--- src/rtl/spi_slave_rx_if.sv ---
// Pin and handshake bundle between the SPI master / AES core side and spi_slave_rx.
// The slave modport is the receiver's view; the master modport drives the link and consumes frames.
interface spi_slave_rx_if #(
    parameter int DATA_BYTES = 16
);
    logic                    sclk;
    logic                    cs_n;
    logic                    mosi;
    logic                    miso;
    logic [127:0]            tx_data;
    logic                    tx_valid;
    logic [1:0]              key_size;
    logic [255:0]            key;
    logic [8*DATA_BYTES-1:0] data;
    logic                    frame_valid;
    logic                    frame_ready;
    logic                    err;

    modport slave (
        input  sclk, cs_n, mosi, tx_data, tx_valid, frame_ready,
        output miso, key_size, key, data, frame_valid, err
    );

    modport master (
        output sclk, cs_n, mosi, tx_data, tx_valid, frame_ready,
        input  miso, key_size, key, data, frame_valid, err
    );
endinterface

--- src/rtl/spi_slave_rx.sv ---
// Mode-0 SPI slave: oversamples the link, deserializes header/key/data into a frame for the AES core,
// and shifts a 128-bit result word back on MISO.
module spi_slave_rx #(
    parameter int SYNC_STAGES = 2,
    parameter int DATA_BYTES  = 16
) (
    input logic           clk,
    input logic           reset,
    spi_slave_rx_if.slave bus
);
    typedef enum logic [2:0] {IDLE, HDR, KEY, DATA, DONE, ERR} state_e;

    state_e state_q, state_d;

    logic [SYNC_STAGES-1:0]  sclkSync_q, csSync_q, mosiSync_q;
    logic                    sclkPrev_q, csPrev_q;
    logic                    sclkS, csS, mosiS;
    logic                    sclkRise, sclkFall, csRise, csFall;

    logic [2:0]              bitCnt_q;
    logic [5:0]              byteCnt_q;
    logic [6:0]              shiftByte_q;
    logic [1:0]              keySizeWork_q, keySize_q;
    logic [255:0]            keyWork_q, key_q;
    logic [8*DATA_BYTES-9:0] dataWork_q;
    logic [8*DATA_BYTES-1:0] data_q;
    logic [127:0]            txShift_q;
    logic                    frameValid_q, err_q;

    logic [7:0]              rxByte;
    logic [7:0]              keyIdx;
    logic [5:0]              keyBytes;
    logic                    byteDone, lastKey, lastData;
    logic                    receiving, startFrame, sampleBit, shiftTx, frameDone, loadOut, errNow;

    // The cs_n chain resets low so a chip select already asserted at reset release never looks like a falling edge.
    always_ff @(posedge clk or posedge reset) begin
        if (reset) begin
            sclkSync_q <= '0;
            csSync_q   <= '0;
            mosiSync_q <= '0;
            sclkPrev_q <= 1'b0;
            csPrev_q   <= 1'b0;
        end else begin
            sclkSync_q <= {sclkSync_q[SYNC_STAGES-2:0], bus.sclk};
            csSync_q   <= {csSync_q[SYNC_STAGES-2:0], bus.cs_n};
            mosiSync_q <= {mosiSync_q[SYNC_STAGES-2:0], bus.mosi};
            sclkPrev_q <= sclkS;
            csPrev_q   <= csS;
        end
    end

    assign sclkS    = sclkSync_q[SYNC_STAGES-1];
    assign csS      = csSync_q[SYNC_STAGES-1];
    assign mosiS    = mosiSync_q[SYNC_STAGES-1];
    assign sclkRise = sclkS & ~sclkPrev_q;
    assign sclkFall = ~sclkS & sclkPrev_q;
    assign csRise   = csS & ~csPrev_q;
    assign csFall   = ~csS & csPrev_q;

    assign rxByte   = {shiftByte_q, mosiS};
    assign byteDone = sclkRise && (bitCnt_q == 3'd7);
    assign keyIdx   = 8'd255 - {byteCnt_q[4:0], 3'b000};
    assign lastKey  = (byteCnt_q == keyBytes - 6'd1);
    assign lastData = (byteCnt_q == 6'(DATA_BYTES - 1));

    always_comb begin
        case (keySizeWork_q)
            2'b00:   keyBytes = 6'd16;
            2'b01:   keyBytes = 6'd24;
            default: keyBytes = 6'd32;
        endcase
    end

    always_ff @(posedge clk or posedge reset) begin
        if (reset) state_q <= IDLE;
        else       state_q <= state_d;
    end

    // In DATA the final sampling edge outranks a simultaneous cs_n rise; DONE/ERR leave on the cs_n level for that reason.
    always_comb begin
        state_d = state_q;
        case (state_q)
            IDLE: if (csFall) state_d = HDR;
            HDR: begin
                if (csRise)        state_d = IDLE;
                else if (byteDone) state_d = (rxByte[1:0] == 2'b11) ? ERR : KEY;
            end
            KEY: begin
                if (csRise)                   state_d = IDLE;
                else if (byteDone && lastKey) state_d = DATA;
            end
            DATA: begin
                if (frameDone)   state_d = DONE;
                else if (csRise) state_d = IDLE;
            end
            DONE:    if (csS) state_d = IDLE;
            ERR:     if (csS) state_d = IDLE;
            default: state_d = IDLE;
        endcase
    end

    always_comb begin
        receiving  = (state_q == HDR) || (state_q == KEY) || (state_q == DATA);
        startFrame = (state_q == IDLE) && csFall;
        sampleBit  = receiving && sclkRise;
        shiftTx    = receiving && sclkFall;
        frameDone  = (state_q == DATA) && byteDone && lastData;
        loadOut    = frameDone && (!frameValid_q || bus.frame_ready);
        errNow     = (receiving && csRise && !frameDone)
                   || ((state_q == HDR) && byteDone && (rxByte[1:0] == 2'b11))
                   || (frameDone && !loadOut);
    end

    always_ff @(posedge clk or posedge reset) begin
        if (reset) begin
            bitCnt_q      <= '0;
            byteCnt_q     <= '0;
            shiftByte_q   <= '0;
            keySizeWork_q <= '0;
            keyWork_q     <= '0;
            dataWork_q    <= '0;
            txShift_q     <= '0;
        end else if (startFrame) begin
            bitCnt_q    <= '0;
            byteCnt_q   <= '0;
            shiftByte_q <= '0;
            keyWork_q   <= '0;
            txShift_q   <= bus.tx_valid ? bus.tx_data : '0;
        end else begin
            if (sampleBit) begin
                shiftByte_q <= rxByte[6:0];
                bitCnt_q    <= bitCnt_q + 3'd1;
            end
            if (sampleBit && byteDone) begin
                case (state_q)
                    HDR: begin
                        keySizeWork_q <= rxByte[1:0];
                        byteCnt_q     <= '0;
                    end
                    KEY: begin
                        keyWork_q[keyIdx -: 8] <= rxByte;
                        byteCnt_q              <= lastKey ? 6'd0 : byteCnt_q + 6'd1;
                    end
                    DATA: begin
                        dataWork_q <= {dataWork_q[8*DATA_BYTES-17:0], rxByte};
                        byteCnt_q  <= byteCnt_q + 6'd1;
                    end
                    default: ;
                endcase
            end
            if (shiftTx) txShift_q <= {txShift_q[126:0], 1'b0};
        end
    end

    // Shadow copies seen by the AES core; only a complete, non-overrun frame replaces them.
    always_ff @(posedge clk or posedge reset) begin
        if (reset) begin
            key_q        <= '0;
            keySize_q    <= '0;
            data_q       <= '0;
            frameValid_q <= 1'b0;
            err_q        <= 1'b0;
        end else begin
            if (loadOut) begin
                key_q     <= keyWork_q;
                keySize_q <= keySizeWork_q;
                data_q    <= {dataWork_q, rxByte};
            end
            if (loadOut)                            frameValid_q <= 1'b1;
            else if (frameValid_q && bus.frame_ready) frameValid_q <= 1'b0;
            err_q <= errNow;
        end
    end

    assign bus.miso        = txShift_q[127];
    assign bus.key         = key_q;
    assign bus.key_size    = keySize_q;
    assign bus.data        = data_q;
    assign bus.frame_valid = frameValid_q;
    assign bus.err         = err_q;
endmodule

--- src/flat_wrapper.sv ---
// flat-port wrapper written by rule: the top's interface ports become plain ports
module spi_slave_rx_flat 
#(
    parameter int SYNC_STAGES = 2,
    parameter int DATA_BYTES  = 16
)
  (clk, reset, bus_sclk, bus_cs_n, bus_mosi, bus_tx_data, bus_tx_valid, bus_frame_ready, bus_miso, bus_key_size, bus_key, bus_data, bus_frame_valid, bus_err);
  spi_slave_rx_if #(.DATA_BYTES(DATA_BYTES)) bus_i ();
  input logic clk;
  input logic reset;
  input wire logic [$bits(bus_i.sclk)-1:0] bus_sclk;
  input wire logic [$bits(bus_i.cs_n)-1:0] bus_cs_n;
  input wire logic [$bits(bus_i.mosi)-1:0] bus_mosi;
  input wire logic [$bits(bus_i.tx_data)-1:0] bus_tx_data;
  input wire logic [$bits(bus_i.tx_valid)-1:0] bus_tx_valid;
  input wire logic [$bits(bus_i.frame_ready)-1:0] bus_frame_ready;
  output wire logic [$bits(bus_i.miso)-1:0] bus_miso;
  output wire logic [$bits(bus_i.key_size)-1:0] bus_key_size;
  output wire logic [$bits(bus_i.key)-1:0] bus_key;
  output wire logic [$bits(bus_i.data)-1:0] bus_data;
  output wire logic [$bits(bus_i.frame_valid)-1:0] bus_frame_valid;
  output wire logic [$bits(bus_i.err)-1:0] bus_err;
  assign bus_i.sclk = bus_sclk;
  assign bus_i.cs_n = bus_cs_n;
  assign bus_i.mosi = bus_mosi;
  assign bus_i.tx_data = bus_tx_data;
  assign bus_i.tx_valid = bus_tx_valid;
  assign bus_i.frame_ready = bus_frame_ready;
  assign bus_miso = bus_i.miso;
  assign bus_key_size = bus_i.key_size;
  assign bus_key = bus_i.key;
  assign bus_data = bus_i.data;
  assign bus_frame_valid = bus_i.frame_valid;
  assign bus_err = bus_i.err;
  spi_slave_rx #(.SYNC_STAGES(SYNC_STAGES), .DATA_BYTES(DATA_BYTES)) u_core (.clk(clk), .reset(reset), .bus(bus_i));
endmodule
--- config.mk ---
export PLATFORM = sky130hd
export DESIGN_NAME = spi_slave_rx_flat
export DESIGN_NICKNAME = d
export VERILOG_FILES = /design/src/rtl/spi_slave_rx_if.sv /design/src/rtl/spi_slave_rx.sv /design/src/flat_wrapper.sv
export SDC_FILE = /design/constraint.sdc
export NUM_CORES = 2
export LEC_CHECK = 0
export CAP_MARGIN = 5
export CORE_ASPECT_RATIO = 1.25
export CORE_MARGIN = 4
export CORE_UTILIZATION = 50
export CTS_CLUSTER_DIAMETER = 150
export DETAILED_ROUTE_END_ITERATION = 7
export DONT_BUFFER_PORTS = 1
export PLACE_DENSITY = 0.72
export SLEW_MARGIN = 10
export SYNTH_ARGS = -nofsm -noshare
export SYNTH_HDL_FRONTEND = slang
export SYNTH_SLANG_ARGS = --single-unit
--- constraint.sdc ---
create_clock -name clk -period 29.5 [get_ports clk]
set_input_delay 1.475 -clock clk [delete_from_list [all_inputs] [get_ports clk]]
set_output_delay 1.475 -clock clk [all_outputs]
set_load 0.005 [all_outputs]
Word level (Yosys, flattened, before mapping). Index checks and enable logic that the tools add are counted.

Add/subtract/negate cells: 5. Equal/unequal tests: 15. Shift operators: 2. Muxes and demuxes: 28. Bitwise gates (word level): 9. Reduce and logical (&&, ||, !) cells: 37.

Operator list (number): $mux 256 (3); $mux 128 (3); $shift 8x10->263 const A (1); $shiftx 8x10->263 (1); $bwmux 256 (1); $mux 3 (11); $mux 6 (3); $pmux 6 s3 (1); $logic_and 1x1->1 (15); $pmux 3 s5 (1); $mux 7 (2); $pmux 6 s2 (1); $neg 8->10 (1); $reduce_bool 2->1 (5); $eq 3x3->1 const B (3); $ne 3x1->1 const B (3); $sub 8x8->8 const A (1); $add 6x1->6 const B (1); $eq 3x2->1 const B (2); $eq 6x4->1 const B (1); $eq 6x6->1 (1); $reduce_and 3->1 (2); $sub 6x1->6 const B (1); $logic_or 1x1->1 (5); other kinds (15) (27).

Register bits: 921. Bits of input ports: 135. Output and inout bits: 389. Word-level logic and storage cells: 114.

Logic depth before layout (Yosys ltp).
Depth in word-level cells: 9. Gate-level depth with buffers: 11. Mapped depth without buffers: 7.

Worst setup path before layout. OpenSTA, ideal clock, no wires.

Path kind: input port to flip-flop. Start point: in bus_frame_ready. End point: reg u_core.key_q[39], in the netlist u_core.bus.key[39]. Setup time: 65 ps. Arrival: 2416 ps. Setup slack: 27019 ps. Stages on the path: 6. Cells stage by stage: nand2b_1 > nand3_2 > clkbuf_1 > clkbuf_1 > nand2_1 > nand2_1.

Word-level cells in the longest chain between the ends: 2.

Ends and longest elaborated chain: from (decl) (RTL line flat_wrapper.sv:16) `input wire logic [$bits(bus_i.frame_ready)-1:0] bus_frame_ready;`; $logic_or 1x1->1 (RTL line spi_slave_rx.sv:109) `loadOut = frameDone && (!frameValid_q || bus.frame_ready);`; $logic_and 1x1->1 (RTL line spi_slave_rx.sv:109); to (signal assigned) (RTL line spi_slave_rx.sv:166) `key_q <= keyWork_q;`; to (decl) (RTL line spi_slave_rx.sv:24) `logic [255:0] keyWork_q, key_q;`.

No other way between the ends. A chain may end at the register's enable or synchronous reset.

Final worst setup path.
Start point: reg u_core.byteCnt_q[0]. End point: reg u_core.key_q[47], in the netlist u_core.bus.key[47].

Word-level cells in the longest chain between the ends: 3.

Ends and longest elaborated chain: from (decl) (RTL line spi_slave_rx.sv:21) `logic [5:0] byteCnt_q;`; from (signal assigned) (RTL line spi_slave_rx.sv:143) `byteCnt_q <= lastKey ? 6'd0 : byteCnt_q + 6'd1;`; from (signal assigned) (RTL line spi_slave_rx.sv:147) `byteCnt_q <= byteCnt_q + 6'd1;`; $eq 6x4->1 (RTL line spi_slave_rx.sv:65) `assign lastData = (byteCnt_q == 6'(DATA_BYTES - 1));`; $logic_and 1x1->1 (RTL line spi_slave_rx.sv:108) `frameDone = (state_q == DATA) && byteDone && lastData;`; $logic_and 1x1->1 (RTL line spi_slave_rx.sv:109).

No other way between the ends.

==> results_tabular.tex <==
\begin{tabular}{lr}
\hline
Metric & Value \\
\hline
\multicolumn{2}{l}{\textbf{Run status}} \\
Run status & finished clean \\
\multicolumn{2}{l}{\textbf{Worst setup path}} \\
Critical register-to-register path endpoint & u\_core.bus.key[47] \\
Critical path cell sequence & ha\_1 > nand3\_1 > nor3\_2 > buf\_4 > and3\_4 > buf\_4 > buf\_4 > nand2\_1 > nand2\_1 \\
Arrival @ worst endpoint & 4.88 ns \\
Crit Reg-Reg Startpoint & u\_core.byteCnt\_q[0] \\
Worst reg-to-reg path cell count & 9 \\
Worst Setup End Kind & register \\
Critical path class & register to register \\
Largest stage delay on the critical path & $\sim$0.87 ns \\
CP max stage cell & sky130\_fd\_sc\_hd\_\_buf\_4 \\
Critical Path Source Type & register \\
Most used cell along the critical path & sky130\_fd\_sc\_hd\_\_buf\_4 \\
Worst reg2reg setup slack & between 20 and 30 ns \\
Critical path data required time & 30.06 ns \\
Crit path max fanout & 90 \\
\multicolumn{2}{l}{\textbf{Floorplan}} \\
Starting utilization of the core area & 50.7\% \\
Height of the die & $\sim$310 µm \\
Width of the chip & 250 µm \\
CORE AREA & 0.0724 mm² \\
Full die area & 0.0778 mm² \\
Standard-cell rows & 110 \\
Count of boundary I/O pins & about 520 \\
\multicolumn{2}{l}{\textbf{STA}} \\
\# setup viols final & 0 \\
Worst Max-Slew Pin Slew & 1.33 ns \\
Relative slew slack & 11.5\% \\
Unrepaired setup endpoints after global routing & no \\
Fin Setup TNS & 0 ns \\
Final Critical Period & approximately 4.3 ns \\
Count of pins over their slew limit & 0 \\
Number of hold-slack violations in the final timing report & 0 \\
Hold Slack & between 0.3 and 0.4 ns \\
Final cycle utilization of the critical path & $\sim$15\% \\
Worst clock skew on the final layout & between 0.02 and 0.025 ns \\
Max Freq & approximately 0.23 GHz \\
\multicolumn{2}{l}{\textbf{Worst hold path}} \\
Classification of the worst-slack hold path & register to register \\
Startpoint of the tightest hold check path & u\_core.mosiSync\_q[0] \\
Number of cells traversed by the worst hold path & 0 \\
Worst hold endpoint & u\_core.mosiSync\_q[1] \\
\multicolumn{2}{l}{\textbf{Global route}} \\
Number of antenna violations at the first check in global routing & 2 \\
GRT overflow & 0 \\
Total routing resource utilization after global routing & about 25\% \\
Maximum number of pins on one net before global-route repair & 230 \\
Vias in the first global route & 25088 \\
Global-route wire length before repair & around 150000 µm \\
\multicolumn{2}{l}{\textbf{Clock network}} \\
Count of cells resized by post-cts repair & 0 \\
Number of H-tree branching levels & 3 \\
Number of CTS-inserted buffers & a little under 90 \\
Clock root buffer & sky130\_fd\_sc\_hd\_\_clkbuf\_16 \\
Max Buffers Root-to-Sink & 3 \\
Count of clock tree sinks & around 920 \\
Later-pin clock latency in the skew report & approximately 0.65 ns \\
Setup bufs post-CTS & 0 \\
Hold bufs inserted after CTS & 0 \\
CTS clk-pin slew, worst paths & 0.07 ns \\
Clock tree from TritonCTS & done \\
\multicolumn{2}{l}{\textbf{Synthesis}} \\
Synthesis warning total & 0 \\
Sequential cell area fraction in the yosys report & between 60\% and 70\% \\
Synthesized area divided by synthesized cell count & approximately 10 µm² \\
Post-synthesis instance total & 3612 \\
Post-synth top flop & sky130\_fd\_sc\_hd\_\_dfrtp\_1 \\
Share of synthesized registers carrying an async set or reset & 100\% \\
Post-Syn Nets & 3755 \\
Number of unique standard cell types used by synthesis & 56 \\
Synthesized flop and latch total & 921 \\
Post-Syn Area & 0.0367 mm² \\
Post-synth EDFFs & 0 \\
\multicolumn{2}{l}{\textbf{Final layout}} \\
Area used by multi-input combinational logic & approximately 0.013 mm² \\
Summed area of non-filler cells in the final layout & 0.0402 mm² \\
Final nets & between 3000 and 4000 \\
Fill cell total of the finished layout & just over 6000 \\
Share of layout cells above drive strength 1 & 9.57\% \\
FF+latch area & approximately 0.023 mm² \\
Area growth from synthesis to final layout & 9.49\% \\
\multicolumn{2}{l}{\textbf{Power and ir drop}} \\
Portion of total power attributed to the clock network & 41.4\% \\
Switching part of the total & 25.7\% \\
Net switching component of the power & 0.741 mW \\
LEAKAGE & about 20 nW \\
Internal power contribution & 2.14 mW \\
Power density relative to cell area & 71.7 mW/mm² \\
Power share of the combinational group & between 8 and 9\% \\
Overall power & 2.88 mW \\
Flop pwr share & 50.4\% \\
Worst vdd ir & 0.0000589 V \\
\multicolumn{2}{l}{\textbf{Route}} \\
DRC violations left & 0 \\
DR vias & between 20000 and 30000 \\
Count of antenna-violating nets left after detailed routing & 0 \\
Routed wire length & 97300 µm \\
Initial DRC Count & about 2400 \\
Avg WL per Cell & 21.6 µm \\
Vias/cell & $\sim$5.6 \\
Drt first pass iters & 5 \\
\multicolumn{2}{l}{\textbf{Place}} \\
Input/output buffers & 0 \\
Last weighted congestion value of the routability-driven placer & between 0.8 and 0.9 \\
Placed wire-length estimate after detailed placement & 62200 µm \\
Cell area reported after detailed placement & 0.0371 mm² \\
\multicolumn{2}{l}{\textbf{Job}} \\
Number of maximum-capacitance violations & 0 \\
\hline
\end{tabular}
per-stage QoR:
step / cells / worst slack [ns] / utilization (%)
final: 4505 / 25.19 / 55.5
after global placement: 4342 / 24.45 / 51.2
after CTS: 4504 / 25.11 / 55.5
after detailed placement: 4342 / 24.43 / 51.2
after global routing: 4504 / 24.65 / 55.5
after floorplan: 3612 / 2.13 / -
layout by cell type (no fill, tap or decap), types with 4 or more instances in the layout:
master / count
sky130_fd_sc_hd__nand2_1: 1298
sky130_fd_sc_hd__a31oi_1: 4
sky130_fd_sc_hd__clkbuf_16: 92
sky130_fd_sc_hd__bufinv_16: 10
sky130_fd_sc_hd__nor2_1: 42
sky130_fd_sc_hd__clkinvlp_4: 5
sky130_fd_sc_hd__inv_1: 7
sky130_fd_sc_hd__a22o_1: 52
sky130_fd_sc_hd__nand3_1: 345
sky130_fd_sc_hd__and3_1: 12
sky130_fd_sc_hd__dfrtp_2: 8
sky130_fd_sc_hd__o21ai_0: 297
sky130_fd_sc_hd__mux2_2: 124
sky130_fd_sc_hd__clkbuf_1: 12
sky130_fd_sc_hd__mux2i_1: 143
sky130_fd_sc_hd__a21oi_1: 12
sky130_fd_sc_hd__clkinv_2: 21
sky130_fd_sc_hd__clkbuf_8: 18
sky130_fd_sc_hd__nor2b_1: 5
sky130_fd_sc_hd__ha_1: 8
sky130_fd_sc_hd__nand4_1: 4
sky130_fd_sc_hd__o21ai_1: 25
sky130_fd_sc_hd__nand2b_1: 4
sky130_fd_sc_hd__buf_4: 31
sky130_fd_sc_hd__dfrtp_1: 913
synthesized netlist by cell type, types with 22 or more instances:
| library cell | count | area share [%] |
|---|---|---|
| sky130_fd_sc_hd__dfrtp_1 | 921 | 63 |
| sky130_fd_sc_hd__buf_2 | 78 | 1.1 |
| sky130_fd_sc_hd__nand2_1 | 1298 | 13 |
| sky130_fd_sc_hd__mux2_2 | 124 | 3.8 |
| sky130_fd_sc_hd__buf_1 | 22 | 0.23 |
| sky130_fd_sc_hd__nor2_1 | 42 | 0.43 |
| sky130_fd_sc_hd__o21ai_0 | 297 | 4.1 |
| sky130_fd_sc_hd__a22o_1 | 52 | 1.2 |
| sky130_fd_sc_hd__mux2i_1 | 143 | 3.9 |
| sky130_fd_sc_hd__nand3_1 | 346 | 4.7 |
| sky130_fd_sc_hd__o21ai_1 | 25 | 0.34 |
| sky130_fd_sc_hd__clkbuf_1 | 136 | 1.4 |
cell families after synthesis:
family,synth area share [%]
adders and majority gates,0.273
AOI/OAI and AO/OA,6.29
muxes,7.71
and+or+nand+nor,19.7
xor gates and xnor gates,0.0239
DFF,62.8
buffers and inverters,3.16
worst max-delay path: cells and delay by family (launching register included):
family,cells,cell delay (ns)
flops,1,0.76
simple gates,5,1.09
fa+ha+maj,1,0.35
buf+inv,3,1.85
worst max path at each step:
stage                                   start              endpoint  slack (ns)  cells past startpoint
final                     u_core.byteCnt_q[0]    u_core.bus.key[47]       25.19                      9
after global routing                    reset    u_core.bus.key[49]       24.65                      4
after CTS                               reset  u_core.keyWork_q[55]       25.11                      4
after detailed placement                reset  u_core.keyWork_q[50]       24.43                      4
after global placement                  reset  u_core.keyWork_q[48]       24.45                      4
after floorplan                         reset    u_core.bitCnt_q[0]        2.13                      1
power groups by stage:
stage          logic, mW  clock network, mW  registers, mW
6_report           0.234               1.19           1.45
5_1_grt            0.267               1.27           1.46
4_1_cts            0.238               1.22           1.45
3_5_place_dp       0.237                  0           1.48
3_3_place_gp       0.231                  0           1.47
2_1_floorplan      0.211                  0           1.41
routing by layer:
metal / global-route usage (%) / share of wire (%) / up-vias
li1: - / - / 11680
met1: 31.4 / 40 / 12667
met2: 40.9 / 49 / 818
met3: 6.28 / 7.5 / 162
met4: 9.24 / 3.6 / 2
met5: 0 / 0.0082 / -
sequential cells by signal, indices dropped and copies added (netlist names):
name	cells
u_core.bitCnt_q	3
u_core.bus.data	128
u_core.bus.err	1
u_core.bus.frame_valid	1
u_core.bus.key	256
u_core.bus.key_size	2
u_core.byteCnt_q	6
u_core.csPrev_q	1
u_core.csSync_q	2
u_core.dataWork_q	120
u_core.keySizeWork_q	2
u_core.keyWork_q	256
u_core.mosiSync_q	2
u_core.sclkPrev_q	1
u_core.sclkSync_q	2
u_core.shiftByte_q	7
u_core.state_q	3
u_core.txShift_q	128
cell type report:
| cell class | instances | area share, % |
|---|---|---|
| diodes | 1 | 0.00623 |
| clock buffers | 122 | 6.46 |
| clock inverters | 40 | 1.21 |
| inverters | 8 | 0.0935 |
| multi-input cells | 2428 | 31.2 |
| flip-flops and latches | 921 | 57.4 |
| well taps | 952 | 2.97 |
| repair buffers | 33 | 0.679 |
Note: power is estimated with default switching activity, not from simulation.
